File: src/rtl/ps2_scancode_pkg.sv
// Scan-code constants, receiver state encoding and cursor bit positions shared
// by the PS/2 receiver and the OSD key decoder.
package ps2_scancode_pkg;

  localparam logic [7:0] SC_E0     = 8'hE0;
  localparam logic [7:0] SC_F0     = 8'hF0;
  localparam logic [7:0] SC_E1     = 8'hE1;
  localparam logic [7:0] SC_BAT    = 8'hAA;
  localparam logic [7:0] SC_ACK    = 8'hFA;
  localparam logic [7:0] SC_RESEND = 8'hFE;
  localparam logic [7:0] SC_ECHO   = 8'hEE;
  localparam logic [7:0] SC_ERR0   = 8'h00;
  localparam logic [7:0] SC_ERR1   = 8'hFF;
  localparam logic [7:0] SC_F1     = 8'h05;
  localparam logic [7:0] SC_UP     = 8'h75;
  localparam logic [7:0] SC_DOWN   = 8'h72;
  localparam logic [7:0] SC_LEFT   = 8'h6B;
  localparam logic [7:0] SC_RIGHT  = 8'h74;

  localparam int CUR_UP    = 0;
  localparam int CUR_DOWN  = 1;
  localparam int CUR_LEFT  = 2;
  localparam int CUR_RIGHT = 3;

  // Bytes following E1 that belong to the Pause sequence.
  localparam logic [2:0] PAUSE_SKIP = 3'd7;

  typedef enum logic [1:0] {IDLE, DATA, PARITY, STOP} rx_state_e;

  // One-hot cursor bit for an arrow / keypad scan code, zero otherwise.
  function automatic logic [3:0] cursor_onehot(input logic [7:0] code);
    logic [3:0] m;
    m = 4'b0000;
    case (code)
      SC_UP:    m[CUR_UP]    = 1'b1;
      SC_DOWN:  m[CUR_DOWN]  = 1'b1;
      SC_LEFT:  m[CUR_LEFT]  = 1'b1;
      SC_RIGHT: m[CUR_RIGHT] = 1'b1;
      default:  m = 4'b0000;
    endcase
    return m;
  endfunction

endpackage

File: src/rtl/ps2_rx.sv
// PS/2 device-to-host frame receiver: line synchronisers, ps2_clk glitch filter,
// 11-bit frame FSM with odd parity check and a mid-frame watchdog.
module ps2_rx
  import ps2_scancode_pkg::*;
#(
  parameter int c_filter_bits  = 4,
  parameter int c_timeout_bits = 17
) (
  input  logic       clk,
  input  logic       reset,
  input  logic       ps2_clk,
  input  logic       ps2_data,
  output logic [7:0] rx_byte,
  output logic       rx_valid,
  output logic       rx_err,
  output logic       rx_abort
);

  logic [1:0]                clk_sync_q, clk_sync_d;
  logic [1:0]                data_sync_q, data_sync_d;
  logic [c_filter_bits-1:0]  filt_q, filt_d;
  logic                      clk_f_q, clk_f_d;
  rx_state_e                 state_q, state_d;
  logic [2:0]                bitcnt_q, bitcnt_d;
  logic [7:0]                shift_q, shift_d;
  logic                      parity_q, parity_d;
  logic [c_timeout_bits-1:0] wdog_q, wdog_d;
  logic [7:0]                byte_q, byte_d;
  logic                      valid_q, valid_d;
  logic                      err_q, err_d;
  logic                      abort_q, abort_d;
  logic                      fall;
  logic                      data_bit;

  assign data_bit = data_sync_q[1];
  assign fall     = clk_f_q & ~clk_f_d;

  // NOTE: every variable gets a default before the case so no path leaves it
  // unassigned; an unassigned path in always_comb infers a latch.
  always_comb begin
    clk_sync_d  = {clk_sync_q[0], ps2_clk};
    data_sync_d = {data_sync_q[0], ps2_data};
    filt_d      = {filt_q[c_filter_bits-2:0], clk_sync_q[1]};
    clk_f_d     = clk_f_q;
    if (&filt_q)       clk_f_d = 1'b1;
    else if (~|filt_q) clk_f_d = 1'b0;

    state_d  = state_q;
    bitcnt_d = bitcnt_q;
    shift_d  = shift_q;
    parity_d = parity_q;
    byte_d   = byte_q;
    valid_d  = 1'b0;
    err_d    = 1'b0;
    abort_d  = 1'b0;
    wdog_d   = wdog_q + c_timeout_bits'(1);
    if (state_q == IDLE || fall) wdog_d = '0;

    case (state_q)
      IDLE: begin
        if (fall && !data_bit) begin
          state_d  = DATA;
          bitcnt_d = 3'd0;
        end
      end
      DATA: begin
        if (fall) begin
          shift_d  = {data_bit, shift_q[7:1]};
          bitcnt_d = bitcnt_q + 3'd1;
          if (bitcnt_q == 3'd7) state_d = PARITY;
        end
      end
      PARITY: begin
        if (fall) begin
          parity_d = data_bit;
          state_d  = STOP;
        end
      end
      STOP: begin
        if (fall) begin
          if (data_bit && (^{shift_q, parity_q})) begin
            byte_d  = shift_q;
            valid_d = 1'b1;
          end else begin
            err_d = 1'b1;
          end
          state_d = IDLE;
        end
      end
      default: state_d = IDLE;
    endcase

    // A fall in the expiry cycle is still honoured above.
    if (!fall && state_q != IDLE && wdog_q[c_timeout_bits-1]) begin
      state_d = IDLE;
      wdog_d  = '0;
      abort_d = 1'b1;
    end
  end

  // NOTE: state is updated with non-blocking assignments so every flop samples
  // the pre-edge values; reset is synchronous, checked inside the clocked block.
  always_ff @(posedge clk) begin
    if (reset) begin
      clk_sync_q  <= 2'b11;
      data_sync_q <= 2'b11;
      filt_q      <= '1;
      clk_f_q     <= 1'b1;
      state_q     <= IDLE;
      bitcnt_q    <= 3'd0;
      shift_q     <= 8'h00;
      parity_q    <= 1'b0;
      wdog_q      <= '0;
      byte_q      <= 8'h00;
      valid_q     <= 1'b0;
      err_q       <= 1'b0;
      abort_q     <= 1'b0;
    end else begin
      clk_sync_q  <= clk_sync_d;
      data_sync_q <= data_sync_d;
      filt_q      <= filt_d;
      clk_f_q     <= clk_f_d;
      state_q     <= state_d;
      bitcnt_q    <= bitcnt_d;
      shift_q     <= shift_d;
      parity_q    <= parity_d;
      wdog_q      <= wdog_d;
      byte_q      <= byte_d;
      valid_q     <= valid_d;
      err_q       <= err_d;
      abort_q     <= abort_d;
    end
  end

  assign rx_byte  = byte_q;
  assign rx_valid = valid_q;
  assign rx_err   = err_q;
  assign rx_abort = abort_q;

endmodule

File: src/rtl/ps2_osd_keys.sv
// PS/2 keyboard front end for the OSD: held state of F1 and the arrow keys.
// Optional PS2_OSD_NUMPAD_EN: non-extended keypad 8/2/4/6 also drive the cursor bits.
module ps2_osd_keys
  import ps2_scancode_pkg::*;
#(
  parameter int c_filter_bits  = 4,
  parameter int c_timeout_bits = 17
) (
  input  logic       clk,
  input  logic       reset,
  input  logic       ps2_clk,
  input  logic       ps2_data,
  output logic [7:0] scancode,
  output logic       scancode_valid,
  output logic       parity_err,
  output logic       f1_pressed,
  output logic [3:0] cursor_keys_pressed
);

  logic [7:0] rx_byte;
  logic       rx_valid;
  logic       rx_err;
  logic       rx_abort;

  ps2_rx #(
    .c_filter_bits (c_filter_bits),
    .c_timeout_bits(c_timeout_bits)
  ) u_rx (
    .clk     (clk),
    .reset   (reset),
    .ps2_clk (ps2_clk),
    .ps2_data(ps2_data),
    .rx_byte (rx_byte),
    .rx_valid(rx_valid),
    .rx_err  (rx_err),
    .rx_abort(rx_abort)
  );

  logic       ext_q, ext_d;
  logic       brk_q, brk_d;
  logic [2:0] skip_q, skip_d;
  logic       f1_q, f1_d;
  logic [3:0] arrow_q, arrow_d;
  logic [3:0] keypad_q;
  logic [3:0] code_mask;

  assign code_mask = cursor_onehot(rx_byte);

`ifdef PS2_OSD_NUMPAD_EN
  logic [3:0] keypad_d;
`endif

  always_comb begin
    ext_d   = ext_q;
    brk_d   = brk_q;
    skip_d  = skip_q;
    f1_d    = f1_q;
    arrow_d = arrow_q;
`ifdef PS2_OSD_NUMPAD_EN
    keypad_d = keypad_q;
`endif
    if (rx_abort) begin
      ext_d = 1'b0;
      brk_d = 1'b0;
    end else if (rx_valid) begin
      if (skip_q != 3'd0) begin
        skip_d = skip_q - 3'd1;
      end else begin
        case (rx_byte)
          SC_E0: ext_d = 1'b1;
          SC_F0: brk_d = 1'b1;
          SC_E1: begin
            skip_d = PAUSE_SKIP;
            ext_d  = 1'b0;
            brk_d  = 1'b0;
          end
          SC_BAT: begin
            f1_d    = 1'b0;
            arrow_d = 4'b0000;
`ifdef PS2_OSD_NUMPAD_EN
            keypad_d = 4'b0000;
`endif
          end
          SC_ACK, SC_RESEND, SC_ECHO, SC_ERR0, SC_ERR1: ;
          default: begin
            if (!ext_q && rx_byte == SC_F1)
              f1_d = ~brk_q;
            else if (ext_q)
              arrow_d = brk_q ? (arrow_q & ~code_mask) : (arrow_q | code_mask);
`ifdef PS2_OSD_NUMPAD_EN
            else
              keypad_d = brk_q ? (keypad_q & ~code_mask) : (keypad_q | code_mask);
`endif
            ext_d = 1'b0;
            brk_d = 1'b0;
          end
        endcase
      end
    end
  end

  always_ff @(posedge clk) begin
    if (reset) begin
      ext_q   <= 1'b0;
      brk_q   <= 1'b0;
      skip_q  <= 3'd0;
      f1_q    <= 1'b0;
      arrow_q <= 4'b0000;
    end else begin
      ext_q   <= ext_d;
      brk_q   <= brk_d;
      skip_q  <= skip_d;
      f1_q    <= f1_d;
      arrow_q <= arrow_d;
    end
  end

`ifdef PS2_OSD_NUMPAD_EN
  always_ff @(posedge clk) begin
    if (reset) keypad_q <= 4'b0000;
    else       keypad_q <= keypad_d;
  end
`else
  assign keypad_q = 4'b0000;
`endif

  assign scancode            = rx_byte;
  assign scancode_valid      = rx_valid;
  assign parity_err          = rx_err;
  assign f1_pressed          = f1_q;
  assign cursor_keys_pressed = arrow_q | keypad_q;

endmodule

File: config.mk
export PLATFORM = sky130hd
export DESIGN_NAME = ps2_osd_keys
export DESIGN_NICKNAME = d
export VERILOG_FILES = /design/src/rtl/ps2_scancode_pkg.sv /design/src/rtl/ps2_rx.sv /design/src/rtl/ps2_osd_keys.sv
export SDC_FILE = /design/constraint.sdc
export NUM_CORES = 1
export LEC_CHECK = 0
export ABC_AREA = 1
export ABC_CLOCK_PERIOD_IN_PS = 1750
export CORE_MARGIN = 2
export CORE_UTILIZATION = 59
export DETAILED_ROUTE_END_ITERATION = 7
export GPL_TIMING_DRIVEN = 1
export PLACE_DENSITY = 0.79
export SLEW_MARGIN = 40
export SYNTH_ARGS = -nofsm -noshare
export SYNTH_HDL_FRONTEND = slang
export SYNTH_SLANG_ARGS = --single-unit
File: constraint.sdc
create_clock -name clk -period 1.75 [get_ports clk]
set_input_delay 0.175 -clock clk [delete_from_list [all_inputs] [get_ports clk]]
set_output_delay 0.175 -clock clk [all_outputs]
set_load 0.005 [all_outputs]
Yosys cells after proc, flatten, opt, wreduce, memory -nomap -nowiden
Index checks and enable logic that the tools add are counted.
- register bits: 61
- word-level logic and storage cells: 122
- multiplexer cells: 28
- add/sub/neg operators: 3
- bitwise operators: 13
- equal/unequal tests: 23
- reduce and logical (&&, ||, !) cells: 37
- operator list (kind ; number):
    $eq 8x8->1 const B ; 8
    $eq 8x7->1 const B ; 4
    $add 17x1->17 const B ; 1
    $reduce_and 3->1 ; 5
    $reduce_or 7->1 ; 2
    $mux 3 ; 4
    $mux 4 ; 3
    $mux 1 ; 10
    $mux 2 ; 5
    $ne 2x1->1 const B ; 5
    $reduce_and 5->1 ; 2
    $reduce_bool 2->1 ; 5
    $not 1->1 ; 9
    $reduce_xor 9->1 ; 1
    $eq 8x3->1 const B ; 1
    $logic_not 8->1 ; 1
    $pmux 2 s4 ; 1
    $pmux 4 s2 ; 1
    $reduce_or 8->1 ; 1
    $pmux 1 s2 ; 3
    $pmux 3 s2 ; 1
    $reduce_and 6->1 ; 1
    $reduce_or 3->1 ; 2
    $logic_and 1x1->1 ; 5
    other kinds (18) ; 23

Logic depth before layout (Yosys ltp)
- depth in word-level cells: 9
- depth in mapped cells: 13
- gate-level depth less buffers: 13

Hierarchy
From an unflattened synthesis, not the netlist that was laid out.
- cells, all modules: 473
- area, all modules: 3254.4 um^2
- modules (own cells, without submodules) (module ; instances ; area each (um^2) ; cells an instance ; sequential area each (um^2)):
    ps2_rx ; 1 ; 2404.8 ; 321 ; 1021.0
    ps2_osd_keys ; 1 ; 849.6 ; 152 ; 200.2

Least setup slack after synthesis
Ideal clock, no wire load.
- path type: flip-flop to flip-flop
- start: reg u_rx.state_q[0]
- end: reg u_rx.wdog_q[8]
- buffers on the path: 0
- clock period less this slack: 1.400 ns
- required time: 1.692 ns
- data arrival time: 1.343 ns
- cell stages (with the launch flop): 9
- slack: 0.350 ns
- path through: dfxtp_1 > inv_1 > ha_1 > inv_1 > nand2_1 > nor3_4 > inv_2 > a21oi_1 > o21a_1
- cells in the longest elaborated chain, start to end: 4
- ends and longest elaborated chain (element ; RTL line ; text):
    start: declaration ; ps2_rx.sv:23 ; rx_state_e state_q, state_d;
    start signal: assignment ; ps2_rx.sv:123 ; state_q <= state_d;
    $reduce_bool 2->1 ; ps2_rx.sv:94 ; if (!fall && state_q != IDLE && wdog_q[c_timeout_bits-1]) begin
    $logic_and 1x1->1 (2 in series) ; ps2_rx.sv:94 ;
    $reduce_or 3->1 (no line) * ; n/a ;
    end signal: assignment ; ps2_rx.sv:127 ; wdog_q <= wdog_d;
    end: declaration ; ps2_rx.sv:27 ; logic [c_timeout_bits-1:0] wdog_q, wdog_d;
Mark *: on every way between the ends. The rest lies on a longest branch, timed or not.
A chain may end at the register's enable or synchronous reset.

Worst setup path in the final report
- start: reg u_rx.filt_q[3]
- end: reg u_rx.state_q[0]
- cells in the longest elaborated chain, start to end: 9
- ends and longest elaborated chain (element ; RTL line ; text):
    start: declaration ; ps2_rx.sv:21 ; logic [c_filter_bits-1:0] filt_q, filt_d;
    start signal: assignment ; ps2_rx.sv:121 ; filt_q <= filt_d;
    $reduce_or 4->1 ; ps2_rx.sv:46 ; else if (~|filt_q) clk_f_d = 1'b0;
    $mux 1 ; ps2_rx.sv:46 ;
    $mux 1 * ; ps2_rx.sv:45 ; if (&filt_q) clk_f_d = 1'b1;
    $not 1->1 * ; ps2_rx.sv:36 ; assign fall = clk_f_q & ~clk_f_d;
    $and 1x1->1 * ; ps2_rx.sv:36 ;
    parallel branches: the longest is 4 deep, another holds $reduce_and 5->1 ; n/a ;
Every way passes the cells marked *.

==> impl_metrics.yaml <==
clocking:
  cts_buffers: 9
  clkLatencyLatePin_ns: 0.34
  cts_max_level: 3
  clock_sinks: 61
  clk_path_buf_depth: 2
  cts-root-buf: "clkbuf_8"
  ctsHoldBuffers: 0
  path_clk_slew_ns: 0.07
  cts_tree: "done"
setup_path:
  worst_path_most_repeated_cell: "o21ai_0"
  arrival_ns: 1.85
  path_cells: "nor2_2, nand4_2, o21ai_0, o21ai_0, nor2_1, o21ai_0, a21oi_1"
  crit_required_ns: 2.01
  critPathLaunchType: "flop"
  worst-path-max-fanout: 5
  ff2ff_path_depth: 7
  crit_path_end_kind: "flop"
  rr_startpoint: "u_rx.filt_q[3]$_SDFF_PP1_"
  r2r_setup_slack_ns: 0.16
  cp_slowest_cell: "dfxtp_1"
  criticalPathCategory: "flop to flop"
  critical_path.max_stage_delay_ns: 0.32
  r2r_end: "u_rx.state_q[0]$_SDFFE_PP0P_"
placement:
  place_hpwl_um: 4473
  place_congestion: 0.9176
  placed_area_um2: 3388
  portBuffers: 18
finish:
  final_core_util: 0.7104
  synthToLayoutAreaGrowth_pct: 16.65
  drive_above_1_share: 0.1519
  diodes: 0
  final_area_um2: 3628
  num-nets-final: 483
  fillers: 438
timing:
  setup_viol: 0
  fmax_mhz: 628.7
  tightest_slew_ns: 0.4211
  period_minus_slack_ns: 1.591
  fin_skew_ns: 0.006254
  slew_headroom: 0.7190
  finalSetupTns_ns: 0
  slew_violations: 0
  rsz0062_at_grt: "no"
  hold_slack_ns: 0.3949
  hold_viol: 0
  min_period_over_period: 0.9089
min_path:
  holdPathStages: 2
  hold_end: "u_rx.data_sync_q[0]$_SDFF_PP1_"
  min_from: "ps2_data"
  min_path_type: "input pin to flop"
routing:
  wire_per_inst_um: 11.22
  routed_wl_um: 6103
  antenna_left: 0
  vias_per_cell: 5.165
  routed-via-count: 2810
  drtIter0Drc: 162
  drc_errors: 0
  first_pass_iters: 4
synth:
  synth_top_cell_by_area: "dfxtp_1"
  ys.flop_type: "dfxtp_1"
  synth_cell_types: 40
  yosysWarnings: 0
  ys_seq_area_frac: 0.3926
  yosysMostFrequentCell: "nand2_1"
  syn_nets: 451
  avgSynthCellArea_um2: 7.118
  netlist_top_cells_count: "94 x nand2_1, 61 x dfxtp_1, 56 x inv_1"
  syn-cell-area_um2: 3110
  synth_area_leaders: "dfxtp_1 39%, nand2_1 11%, inv_1 6.8%, nor2_1 6.3%, a21oi_1 4.3%"
  synth.ff_latch_count: 61
  synthCells: 437
  netlist.area_leader.share: 0.3926
  synthArstFlopShare: 0
  synth_edf_count: 0
global_routing:
  antenna_found_initial: 0
  grt_max_degree: 19
  grt_pass1_wl_um: 10870
  overflow: 0
  grt_pass1_vias: 2679
  grt_usage: 0.2268
power_and_ir_drop:
  power_density_nw_per_um2: 741.0
  ir_drop_v: 0.0005987
  power.leakage_nw: 1.535
status:
  outcome: "complete, no violations"
floorplanning:
  core_area_um2: 5107
  die_h_um: 76.61
  die_area_um2: 5869
  die_x_um: 76.61
  start_util: 0.6090
  io_pins: 19
  num_rows: 26
run:
  drv_cap: 0
repair_timing:
action / 4_1_cts / 5_1_grt
resized for setup: 0 / 8
setup buffers: 0 / 3
setup endpoints to repair: 0 / 10
cell usage in the layout, fill, tap and decap left out, types with 14 or more instances in the layout:
cell,n
nand4_1,14
nor2_1,51
nand2_1,94
nand3_1,16
o21ai_0,26
inv_1,56
clkdlybuf4s50_1,18
dfxtp_1,57
a21oi_1,27
registers in the layout (all words and copies together) (netlist names):
name / count
u_rx.bitcnt_q: 3
u_rx.wdog_q: 17
u_rx.filt_q: 4
skip_q: 3
u_rx.rx_valid: 1
u_rx.shift_q: 8
u_rx.rx_abort: 1
ext_q: 1
u_rx.rx_err: 1
cursor_keys_pressed: 4
u_rx.parity_q: 1
u_rx.data_sync_q: 2
u_rx.rx_byte: 8
u_rx.clk_f_q: 1
f1_pressed: 1
u_rx.state_q: 2
brk_q: 1
u_rx.clk_sync_q: 2
through the flow:
| step | power [mW] | instances | worst slack [ns] |
|---|---|---|---|
| after floorplan | 1.455 | 437 | 0.3496 |
| after global placement | 1.474 | 525 | 0.2024 |
| after detailed placement | 1.475 | 525 | 0.1476 |
| after CTS | 2.719 | 541 | 0.1170 |
| after global routing | 2.795 | 544 | 0.01746 |
| final | 2.689 | 544 | 0.1595 |
cell families (layout without fill, tap and decap cells):
logic type / after synthesis / count (layout) / share of synthesized area
and+or+nand+nor: 225 / 225 / 0.3512
buffers and inverters: 71 / 108 / 0.08849
AOI/OAI and AO/OA: 64 / 64 / 0.1106
DFF: 61 / 61 / 0.3926
adders and majority gates: 10 / 10 / 0.04023
xor gates and xnor gates: 6 / 6 / 0.01689
worst max-delay path, delay by kind of cell, from the launching register on:
kind	cells	cell delay (ns)
AOI/OAI and AO/OA	4	0.69
and+or+nand+nor	3	0.50
DFF	1	0.32
report_power, final:
group	switching, mW	leakage [nW]	internal (mW)
clock	0.585	0.0918	0.661
sequential	0.00193	0.494	1.39
combinational	0.0281	0.948	0.0198
total	0.615	1.53	2.07
metal layers:
layer,wire length (um),up-vias,GRT usage,share of wire
met5,0,-,0,0
met2,3044,48,0.3929,0.50
li1,-,1467,-,-
met1,2792,1286,0.2654,0.46
met4,72,0,0.1018,0.012
met3,194,9,0.05450,0.032
how the worst max path moves through the flow:
stage	depth (start not counted)	slack, ns	endpoint	startpoint
finish	7	0.16	u_rx.state_q[0]$_SDFFE_PP0P_	u_rx.filt_q[3]$_SDFF_PP1_
global route	10	0.02	cursor_keys_pressed[1]$_SDFFE_PP0P_	u_rx.rx_byte[0]$_SDFFE_PP0P_
CTS	8	0.12	u_rx.wdog_q[8]$_SDFF_PP0_	u_rx.state_q[0]$_SDFFE_PP0P_
detailed placement	9	0.15	u_rx.wdog_q[15]$_SDFF_PP0_	u_rx.wdog_q[2]$_SDFF_PP0_
global placement	8	0.20	u_rx.wdog_q[8]$_SDFF_PP0_	u_rx.state_q[0]$_SDFFE_PP0P_
floorplan	8	0.35	u_rx.wdog_q[8]$_SDFF_PP0_	u_rx.state_q[0]$_SDFFE_PP0P_
final cells by class:
| cell class | count | area, um^2 | area share |
|---|---|---|---|
| Clock inverter | 7 | 75.07 | 0.02069 |
| Sequential cell | 61 | 1226 | 0.3379 |
| Tap cell | 70 | 87.58 | 0.02414 |
| Inverter | 66 | 250.2 | 0.06897 |
| Multi-Input combinational cell | 305 | 1625 | 0.4479 |
| Timing Repair Buffer | 26 | 240.2 | 0.06621 |
| Clock buffer | 9 | 123.9 | 0.03414 |
Note: power is estimated with default switching activity, not from simulation.
